==> config.mk <==
export PLATFORM = sky130hd
export DESIGN_NAME = level_alarm_gen
export DESIGN_NICKNAME = d
export VERILOG_FILES = /design/src/rtl/level_alarm_pkg.sv /design/src/rtl/level_alarm_gen_classify.sv /design/src/rtl/level_alarm_gen.sv
export SDC_FILE = /design/constraint.sdc
export NUM_CORES = 1
export LEC_CHECK = 0
export BUFFER_PORTS_ARGS = -buffer_cell sky130_fd_sc_hd__buf_2
export CELL_PAD_IN_SITES_DETAIL_PLACEMENT = 0
export CELL_PAD_IN_SITES_GLOBAL_PLACEMENT = 1
export CORE_ASPECT_RATIO = 1.25
export CORE_MARGIN = 2
export CORE_UTILIZATION = 49
export DETAILED_ROUTE_END_ITERATION = 7
export PLACE_DENSITY = 0.95
export SETUP_SLACK_MARGIN = 0.15
export SYNTH_ARGS = -nofsm -noshare
export SYNTH_HDL_FRONTEND = slang
export SYNTH_SLANG_ARGS = --single-unit
==> constraint.sdc <==
create_clock -name clk -period 9.91 [get_ports clk]
set_input_delay 1.982 -clock clk [delete_from_list [all_inputs] [get_ports clk]]
set_output_delay 1.982 -clock clk [all_outputs]
set_load 0.02 [all_outputs]
==> src/rtl/level_alarm_pkg.sv <==
// Shared types for the level alarm generator: FSM states, alarm codes
// and the raw classification target produced per sample.
package level_alarm_pkg;

  typedef enum logic [2:0] {
    ST_INIT   = 3'd0,
    ST_NORMAL = 3'd1,
    ST_LOW    = 3'd2,
    ST_HIGH   = 3'd3,
    ST_ERROR  = 3'd4
  } state_t;

  typedef enum logic [1:0] {
    TGT_NORMAL = 2'd0,
    TGT_LOW    = 2'd1,
    TGT_HIGH   = 2'd2,
    TGT_RANGE  = 2'd3
  } target_t;

  // Bit 2 set marks every error so the display can show a single "E".
  localparam logic [2:0] CODE_NORMAL    = 3'b000;
  localparam logic [2:0] CODE_LOW       = 3'b001;
  localparam logic [2:0] CODE_HIGH      = 3'b010;
  localparam logic [2:0] CODE_ERR_STALE = 3'b100;
  localparam logic [2:0] CODE_ERR_RANGE = 3'b101;
  localparam logic [2:0] CODE_ERR_CFG   = 3'b110;

  function automatic logic [2:0] target_code(target_t t);
    case (t)
      TGT_LOW:   return CODE_LOW;
      TGT_HIGH:  return CODE_HIGH;
      TGT_RANGE: return CODE_ERR_RANGE;
      default:   return CODE_NORMAL;
    endcase
  endfunction

  function automatic state_t target_state(target_t t);
    case (t)
      TGT_LOW:   return ST_LOW;
      TGT_HIGH:  return ST_HIGH;
      TGT_RANGE: return ST_ERROR;
      default:   return ST_NORMAL;
    endcase
  endfunction

endpackage

==> src/rtl/level_alarm_gen_classify.sv <==
// Combinational sample classifier: range check plus hysteresis relative to
// the current alarm state.
module level_classify
  import level_alarm_pkg::*;
#(
  parameter int LEVEL_W   = 8,
  parameter int LEVEL_MAX = 250
) (
  input  logic [LEVEL_W-1:0] level,
  input  logic [LEVEL_W-1:0] low_thr,
  input  logic [LEVEL_W-1:0] high_thr,
  input  logic [LEVEL_W-1:0] hyst,
  input  logic [2:0]         state,
  output logic [1:0]         target
);

  localparam int EXT_W = LEVEL_W + 1;
  localparam logic [EXT_W-1:0] MAX_EXT = EXT_W'(LEVEL_MAX);

  logic [EXT_W-1:0]   level_ext;
  logic [EXT_W-1:0]   leave_low;
  logic [LEVEL_W-1:0] leave_high;

  always_comb begin
    level_ext  = {1'b0, level};
    leave_low  = {1'b0, low_thr} + {1'b0, hyst};
    leave_high = (high_thr > hyst) ? (high_thr - hyst) : '0;
  end

  // Crossing to the opposite extreme is checked before the return to
  // NORMAL so a wide hysteresis band cannot mask it.
  always_comb begin
    target = TGT_NORMAL;
    if (level_ext > MAX_EXT) begin
      target = TGT_RANGE;
    end else if (state == ST_LOW) begin
      if (level > high_thr)          target = TGT_HIGH;
      else if (level_ext >= leave_low) target = TGT_NORMAL;
      else                           target = TGT_LOW;
    end else if (state == ST_HIGH) begin
      if (level < low_thr)           target = TGT_LOW;
      else if (level <= leave_high)  target = TGT_NORMAL;
      else                           target = TGT_HIGH;
    end else begin
      if (level < low_thr)           target = TGT_LOW;
      else if (level > high_thr)     target = TGT_HIGH;
      else                           target = TGT_NORMAL;
    end
  end

endmodule

==> src/rtl/level_alarm_gen.sv <==
// Level alarm FSM: persistence-filtered NORMAL/LOW/HIGH classification with
// stale-sensor, range and configuration error reporting.
module level_alarm_gen
  import level_alarm_pkg::*;
#(
  parameter int LEVEL_W        = 8,
  parameter int LEVEL_MAX      = 250,
  parameter int PERSIST        = 4,
  parameter int TIMEOUT_CYCLES = 1000000
) (
  input  logic               clk,
  input  logic               reset,
  input  logic [LEVEL_W-1:0] level,
  input  logic               level_valid,
  input  logic [LEVEL_W-1:0] low_thr,
  input  logic [LEVEL_W-1:0] high_thr,
  input  logic [LEVEL_W-1:0] hyst,
  output logic [2:0]         alarm_code,
  output logic               alarm_change
);

  // state  | meaning
  // INIT   | after reset, no category confirmed yet, code 000
  // NORMAL | level between thresholds
  // LOW    | level confirmed below low_thr
  // HIGH   | level confirmed above high_thr
  // ERROR  | stale / range / config fault, cause held in err_code

  localparam int CNT_W = $clog2(PERSIST + 1);
  localparam int TO_W  = $clog2(TIMEOUT_CYCLES + 1);
  localparam logic [CNT_W-1:0] PERSIST_C = CNT_W'(PERSIST);
  localparam logic [TO_W-1:0]  TO_MAX    = TO_W'(TIMEOUT_CYCLES);

  state_t           state, state_nxt;
  logic [2:0]       err_code, err_nxt, code_nxt;
  target_t          pend_tgt, pend_tgt_nxt, target;
  logic [1:0]       target_raw;
  logic [CNT_W-1:0] pend_cnt, pend_cnt_nxt, cnt_inc;
  logic [TO_W-1:0]  to_cnt, to_cnt_nxt;
  logic             cfg_bad, timeout_hit, tgt_matches;

  level_classify #(
    .LEVEL_W   (LEVEL_W),
    .LEVEL_MAX (LEVEL_MAX)
  ) u_classify (
    .level    (level),
    .low_thr  (low_thr),
    .high_thr (high_thr),
    .hyst     (hyst),
    .state    (state),
    .target   (target_raw)
  );

  assign target  = target_t'(target_raw);
  assign cfg_bad = (low_thr >= high_thr);
  // alarm_code always mirrors the current state, so it doubles as the
  // "same category" reference; INIT never matches so it must persist out.
  assign tgt_matches = (state != ST_INIT) && (target_code(target) == alarm_code);

  always_ff @(posedge clk) begin
    if (reset) begin
      state        <= ST_INIT;
      err_code     <= CODE_NORMAL;
      pend_tgt     <= TGT_NORMAL;
      pend_cnt     <= '0;
      to_cnt       <= '0;
      alarm_code   <= CODE_NORMAL;
      alarm_change <= 1'b0;
    end else begin
      state        <= state_nxt;
      err_code     <= err_nxt;
      pend_tgt     <= pend_tgt_nxt;
      pend_cnt     <= pend_cnt_nxt;
      to_cnt       <= to_cnt_nxt;
      alarm_code   <= code_nxt;
      alarm_change <= (code_nxt != alarm_code);
    end
  end

  always_comb begin
    state_nxt    = state;
    err_nxt      = err_code;
    pend_tgt_nxt = pend_tgt;
    pend_cnt_nxt = pend_cnt;
    cnt_inc      = '0;

    if (level_valid)          to_cnt_nxt = '0;
    else if (to_cnt != TO_MAX) to_cnt_nxt = to_cnt + 1'b1;
    else                      to_cnt_nxt = to_cnt;
    timeout_hit = !level_valid && (to_cnt_nxt == TO_MAX);

    if (cfg_bad) begin
      state_nxt    = ST_ERROR;
      err_nxt      = CODE_ERR_CFG;
      pend_cnt_nxt = '0;
    end else if (timeout_hit) begin
      state_nxt    = ST_ERROR;
      err_nxt      = CODE_ERR_STALE;
      pend_cnt_nxt = '0;
    end else if (level_valid) begin
      if (tgt_matches) begin
        pend_cnt_nxt = '0;
      end else begin
        cnt_inc = (target == pend_tgt && pend_cnt != '0) ? pend_cnt + 1'b1
                                                         : CNT_W'(1);
        if (cnt_inc == PERSIST_C) begin
          state_nxt    = target_state(target);
          pend_cnt_nxt = '0;
          if (target == TGT_RANGE) err_nxt = CODE_ERR_RANGE;
        end else begin
          pend_tgt_nxt = target;
          pend_cnt_nxt = cnt_inc;
        end
      end
    end
  end

  always_comb begin
    case (state_nxt)
      ST_LOW:   code_nxt = CODE_LOW;
      ST_HIGH:  code_nxt = CODE_HIGH;
      ST_ERROR: code_nxt = err_nxt;
      default:  code_nxt = CODE_NORMAL;
    endcase
  end

endmodule
After elaboration in Yosys (flattened, before gate mapping) --
Index checks and enable logic that the tools add are counted.
Storage, ports and cells: word-level logic and storage cells 73, register bits 35
Cells by class: order comparisons 7, equal/unequal tests 14, bitwise gates (word level) 4, muxes and demuxes 29, add/subtract/negate cells 4, reduce and logical (&&, ||, !) cells 8
Operators with widths (number):
- 3-bit 2-to-1 mux | 14
- 20-bit 2-to-1 mux | 2
- 3-bit one-hot mux with 3 select lines | 3
- 20-bit by 1-bit adder with 20-bit output (second input constant) | 1
- 20-bit == test (second input constant) | 1
- 20-bit inequality test (second input constant) | 1
- 8-bit > comparator | 2
- 2-bit 2-to-1 mux | 8
- 3-bit by 2-bit == test with 1-bit output (second input constant) | 4
- 8-bit by 8-bit adder with 9-bit output | 1
- 8-bit by 9-bit greater-or-equal comparator with 1-bit output | 1
- 8-bit greater-or-equal comparator | 1
- 8-bit > comparator (second input constant) | 1
- 8-bit <= comparator | 1
- 8-bit < comparator | 1
- 8-bit 2-to-1 mux | 1
- 8-bit subtractor | 1
- 3-bit == test (second input constant) | 2
- 3-bit nonzero test | 2
- 5-bit AND reduction | 1
- 2-bit == test (second input constant) | 2
- 1-bit NOT | 4
- 3-bit by 1-bit adder with 3-bit output (second input constant) | 1
- 3-bit == test | 1
- other kinds (7) | 9

Longest topological paths before layout --
depth after elaboration 20, gate-level depth with buffers 31, gate-level depth less buffers 31

Modules after synthesis --
A second synthesis with hierarchy kept.
Second synthesis, totals: cells, all modules 475, area total of the unflattened synthesis 3752.3 sq um
By module, submodules not included:
- level_alarm_gen | times used 1, seq. area each 700.7 sq um, cells each 283, area an instance 2287.2 sq um
- level_classify | times used 1, seq. area each 0.0 sq um, cells each 192, area an instance 1465.2 sq um

Least setup slack after synthesis --
Ideal clock, no wire load.
path kind input port to flip-flop, start point input port high_thr[0], end point register alarm_change, library setup time 0.133 ns, path buffers 0, arrival 7.026 ns, stages on the path 30, path slack 2.751 ns, cell sequence inv_1 -> ha_1 -> fa_1 -> nor2b_1 -> o21ai_0 -> nand2b_1 -> a21o_1 -> a21o_1 -> a21o_1 -> a21oi_1 -> nor2_1 -> nand2_1 -> ha_1 -> a211o_1 -> a21oi_1 -> nand3_1 -> and3_1 -> a21oi_1 -> o21ai_0 -> ha_1 -> xor2_1 -> nor3_1 -> a21oi_1 -> o2111a_1 -> a311oi_1 -> nor2_2 -> mux2i_1 -> a22oi_2 -> xor2_1 -> a31oi_1
Between the ends: longest elaborated chain between the ends 20
RTL lines:
- start, declared | line level_alarm_gen.sv:16 | input logic [LEVEL_W-1:0] high_thr,
- 8-bit subtractor or 8-bit > comparator (tied branches) | line level_alarm_gen_classify.sv:27 | leave_high = (high_thr > hyst) ? (high_thr - hyst) : '0;
- 8-bit 2-to-1 mux | line level_alarm_gen_classify.sv:27
- 8-bit <= comparator | line level_alarm_gen_classify.sv:42 | else if (level <= leave_high) target = TGT_NORMAL;
- 2-bit 2-to-1 mux | line level_alarm_gen_classify.sv:42
- 2-bit 2-to-1 mux | line level_alarm_gen_classify.sv:41 | if (level < low_thr) target = TGT_LOW;
- 2-bit 2-to-1 mux | line level_alarm_gen_classify.sv:40 | end else if (state == ST_HIGH) begin
- 2-bit 2-to-1 mux (*) | line level_alarm_gen_classify.sv:36 | end else if (state == ST_LOW) begin
- 2-bit 2-to-1 mux (*) | line level_alarm_gen_classify.sv:34 | if (level_ext > MAX_EXT) begin
- named net target[1] | line level_alarm_gen.sv:36 | target_t pend_tgt, pend_tgt_nxt, target;
- [4 not listed]
- 3-bit 2-to-1 mux | line level_alarm_gen.sv:106 | if (cnt_inc == PERSIST_C) begin
- 3-bit 2-to-1 mux | line level_alarm_gen.sv:101 | if (tgt_matches) begin
- 3-bit 2-to-1 mux | line level_alarm_gen.sv:100 | end else if (level_valid) begin
- 3-bit 2-to-1 mux | line level_alarm_gen.sv:96 | end else if (timeout_hit) begin
- 3-bit 2-to-1 mux | line level_alarm_gen.sv:92 | if (cfg_bad) begin
- 3-bit == test or 3-bit by 2-bit == test with 1-bit output (tied branches) | line level_alarm_gen.sv:119 | case (state_nxt)
- 3-bit one-hot mux with 3 select lines (*) | line level_alarm_gen.sv:119
- 3-bit inequality test (*) | line level_alarm_gen.sv:76 | alarm_change <= (code_nxt != alarm_code);
- end signal, assigned | line level_alarm_gen.sv:76
- end, declared | line level_alarm_gen.sv:19 | output logic alarm_change
Mark *: on every way through the listed nets, which the timed path passes. The rest lies on a longest branch. A chain may end at the register's enable or synchronous reset.

Final worst setup path --
Same ends and word-level chain as after synthesis.

==> results.cfg <==
[placement]
dpl_cell_area_sq_um = 4030
place_inst = 580
gp_congestion = 0.898
place_ws_ps = 2030
dp_hpwl_um = 7240
portBuffers = 38

[hold_path]
hp-class = register to register
worst_hold_path.endpoint = err_code[0]
hold_depth = 2
hp-start = err_code[0]

[floorplan]
start_util_pct = 50.8
core_region_area_sq_um = 7440
design.die.area_sq_um = 8430
rows = 35
die_w_um = 82.5
io_pins = 39
die_y_um = 102

[critical_path]
crit_top_cell = a21oi_1
r2r_start = state[1]
start_kind = input pin
rrSetupSlack_ps = 5620
arrival_ps = 7790
r2r_end = alarm_change
cpPeakStageDelay_ps = 560
cp-end-kind = register
critPathRequiredTime_ps = 10090
cpMaxStageDelayCell = a311oi_1
worstPathMaxFanout = 6
rr_worst_depth = 16
worstSetupPathType = input pin to register

[sta]
setup_slack_ps = 2300
setup_viol = 0
skew_ps = 8.02
rsz0062_at_grt = false
tns_ps = 0
tightest_slew_ps = 644
period_share_pct = 76.8
maxSlewHeadroom_pct = 56.8
fmax_mhz = 131
finalHoldViolations = 0
period_needed_ps = 7610
slew_viol_final = 0

[pwr]
seq_power_share_pct = 37.4
pwr-share-comb_pct = 37.6
p_int_uw = 261
peakVddDrop_uv = 73.8
switching_power_uw = 140
p_sw_share_pct = 34.9
pwr_density_cell_nw_per_um2 = 97.6
pwr-share-clk_pct = 25.0
p_total_uw = 402
power.leakage_uw = 0.00183

[layout]
diodes = 0
fillers = 709
drive_above_1_share_pct = 12.5
final_cell_count_no_fill = 588
fin_nets = 593
area_growth_pct = 8.87
final_area_sq_um = 4110

[synth]
postSynthCellCount = 461
synth_compound_area_share_pct = 17.9
muxShareOfSynthArea_pct = 2.12
synth-seq-cells = 35
synthDistinctLibCells = 62
seq_area_frac_synth_pct = 18.5
synth_simple_gate_area_share_pct = 25.4
synth_top_family_by_area = simple AND/OR/NAND/NOR gates
syn-cell-area_sq_um = 3780
synth-edff-count = 0
synthFlopType = dfxtp_1
syn_nets = 559
yosysWarnings = 0
synth_xor_area_share_pct = 9.74
synthArstFlopShare_pct = 0
synth_adder_area_share_pct = 21.3
syn_area_per_cell_sq_um = 8.20

[clock_network]
holdBufCountCts = 0
numCtsBuffers = 5
cts_tree = built
htree_levels = 2
cts_resized = 0
clk_transition_reported_paths_ps = 70
clk_path_buf_depth = 2
root_buffer = clkbuf_8
postCtsSetupBuffers = 0
clk_latency_ps = 290
clock-sinks = 35

[job]
maxCapViolations = 0

[route]
num_vias = 3350
vias_per_cell = 5.70
routed_wirelength_um = 8680
drt_iter0_drc = 178
wl_per_cell_um = 14.8
remaining_drc_errors = 0
postRouteAntennaNets = 0
first_pass_iters = 4

[global_route]
grt_pass1_wl_um = 15000
grt_max_degree = 20
first_global_vias = 3408
antenna_found_initial = 0
grt_usage_pct = 22.4
overflow = 0

[status]
outcome = finished clean
power by group through the flow:
| stage | Combinational (uW) | Clock (uW) | Sequential (uW) |
|---|---|---|---|
| final | 151 | 101 | 150 |
| after global routing | 172 | 109 | 151 |
| after CTS | 151 | 103 | 150 |
| after detailed placement | 150 | 0 | 153 |
| after global placement | 147 | 0 | 153 |
| after floorplan | 112 | 0 | 153 |
how the worst max path moves through the flow:
stage / from / to / slack (ps) / depth (start not counted)
final: high_thr[0] / alarm_change / 2300 / 31
after global routing: high_thr[0] / alarm_change / 1630 / 31
after CTS: high_thr[0] / alarm_change / 2300 / 31
after detailed placement: high_thr[0] / alarm_change / 2030 / 31
after global placement: high_thr[0] / alarm_change / 2220 / 31
after floorplan: high_thr[0] / alarm_change / 2750 / 30
worst max-delay path: cells and delay by family:
| family | cells | cell delay [ps] |
|---|---|---|
| XOR/XNOR | 2 | 340 |
| AND/OR/NAND/NOR | 8 | 1390 |
| buffers and inverters | 2 | 150 |
| multiplexers | 1 | 180 |
| AO/OA/AOI/OAI | 14 | 2480 |
| adder cells (fa/ha/maj) | 4 | 1250 |
state kept, by name (all words and copies together) (netlist names):
| register | cells |
|---|---|
| alarm_change | 1 |
| to_cnt | 20 |
| pend_cnt | 3 |
| err_code | 3 |
| alarm_code | 3 |
| pend_tgt | 2 |
| state | 3 |
cells by family after synthesis:
| kind of cell | count (synthesis) |
|---|---|
| flip-flops | 35 |
| AO/OA/AOI/OAI | 91 |
| XOR/XNOR | 42 |
| buffers and inverters | 48 |
| adder cells (fa/ha/maj) | 63 |
| AND/OR/NAND/NOR | 174 |
| multiplexers | 8 |
cells in the mapped netlist (2+ instances only):
library cell | instances | area, sq um
xnor2_1 | 21 | 184
o2111ai_1 | 2 | 17.5
inv_1 | 37 | 139
a311oi_2 | 2 | 30.0
nor3_2 | 2 | 20.0
a211o_1 | 2 | 17.5
clkbuf_1 | 8 | 30.0
ha_1 | 61 | 763
nand3b_1 | 2 | 15.0
nand4_1 | 9 | 56.3
a211oi_1 | 7 | 52.6
nand2b_1 | 7 | 43.8
a21o_1 | 12 | 90.1
nor2_1 | 45 | 169
or2_2 | 2 | 12.5
nor2b_1 | 13 | 81.3
o211ai_1 | 4 | 30.0
a21oi_1 | 21 | 105
o21bai_1 | 2 | 15.0
dfxtp_1 | 35 | 701
nor3_1 | 7 | 35.0
nor3b_1 | 2 | 15.0
o22ai_1 | 2 | 12.5
and4_1 | 8 | 70.1
o21a_1 | 2 | 15.0
mux2i_1 | 8 | 80.1
o21ai_0 | 16 | 80.1
xor2_1 | 21 | 184
or3_1 | 3 | 18.8
fa_1 | 2 | 40.0
a21oi_2 | 2 | 17.5
and3_1 | 7 | 43.8
nor4b_1 | 2 | 17.5
nor4_1 | 3 | 18.8
a31oi_1 | 5 | 31.3
nand3_1 | 20 | 100
nand2_1 | 29 | 109
and2_1 | 4 | 25.0
stage by stage:
step | hold slack (ps) | utilization (%)
3_5_place_dp | 475 | 54.2
3_3_place_gp | 475 | 54.2
2_1_floorplan | 437 | -
6_report | 492 | 55.3
4_1_cts | 492 | 55.3
5_1_grt | 532 | 55.3
cell type report:
type,instances,area [sq um],share of cell area [%]
Multi-Input combinational cell,378,2890,70.2
Clock inverter,1,5.00,0.122
Timing Repair Buffer,38,190,4.62
Tap cell,92,115,2.80
Sequential cell,35,701,17.0
Clock buffer,7,76.3,1.86
Inverter,37,139,3.38
per-layer routing:
metal	global-route usage, %	up-vias	part of all wire, %
met2	42.7	77	51
met5	0	-	0
met3	1.77	10	3.3
li1	-	1712	-
met1	25.7	1551	44
met4	7.06	0	1.9
cells in the final DEF, fill, tap and decap left out, types with 20 or more instances in the layout:
cell     netlist  final
ha_1          61     61
buf_2          1     38
nand2_1       29     29
xnor2_1       21     21
dfxtp_1       35     35
a21oi_1       21     21
nand3_1       20     20
inv_1         37     37
xor2_1        21     21
nor2_1        45     45
(Power assumes the default switching activity.)
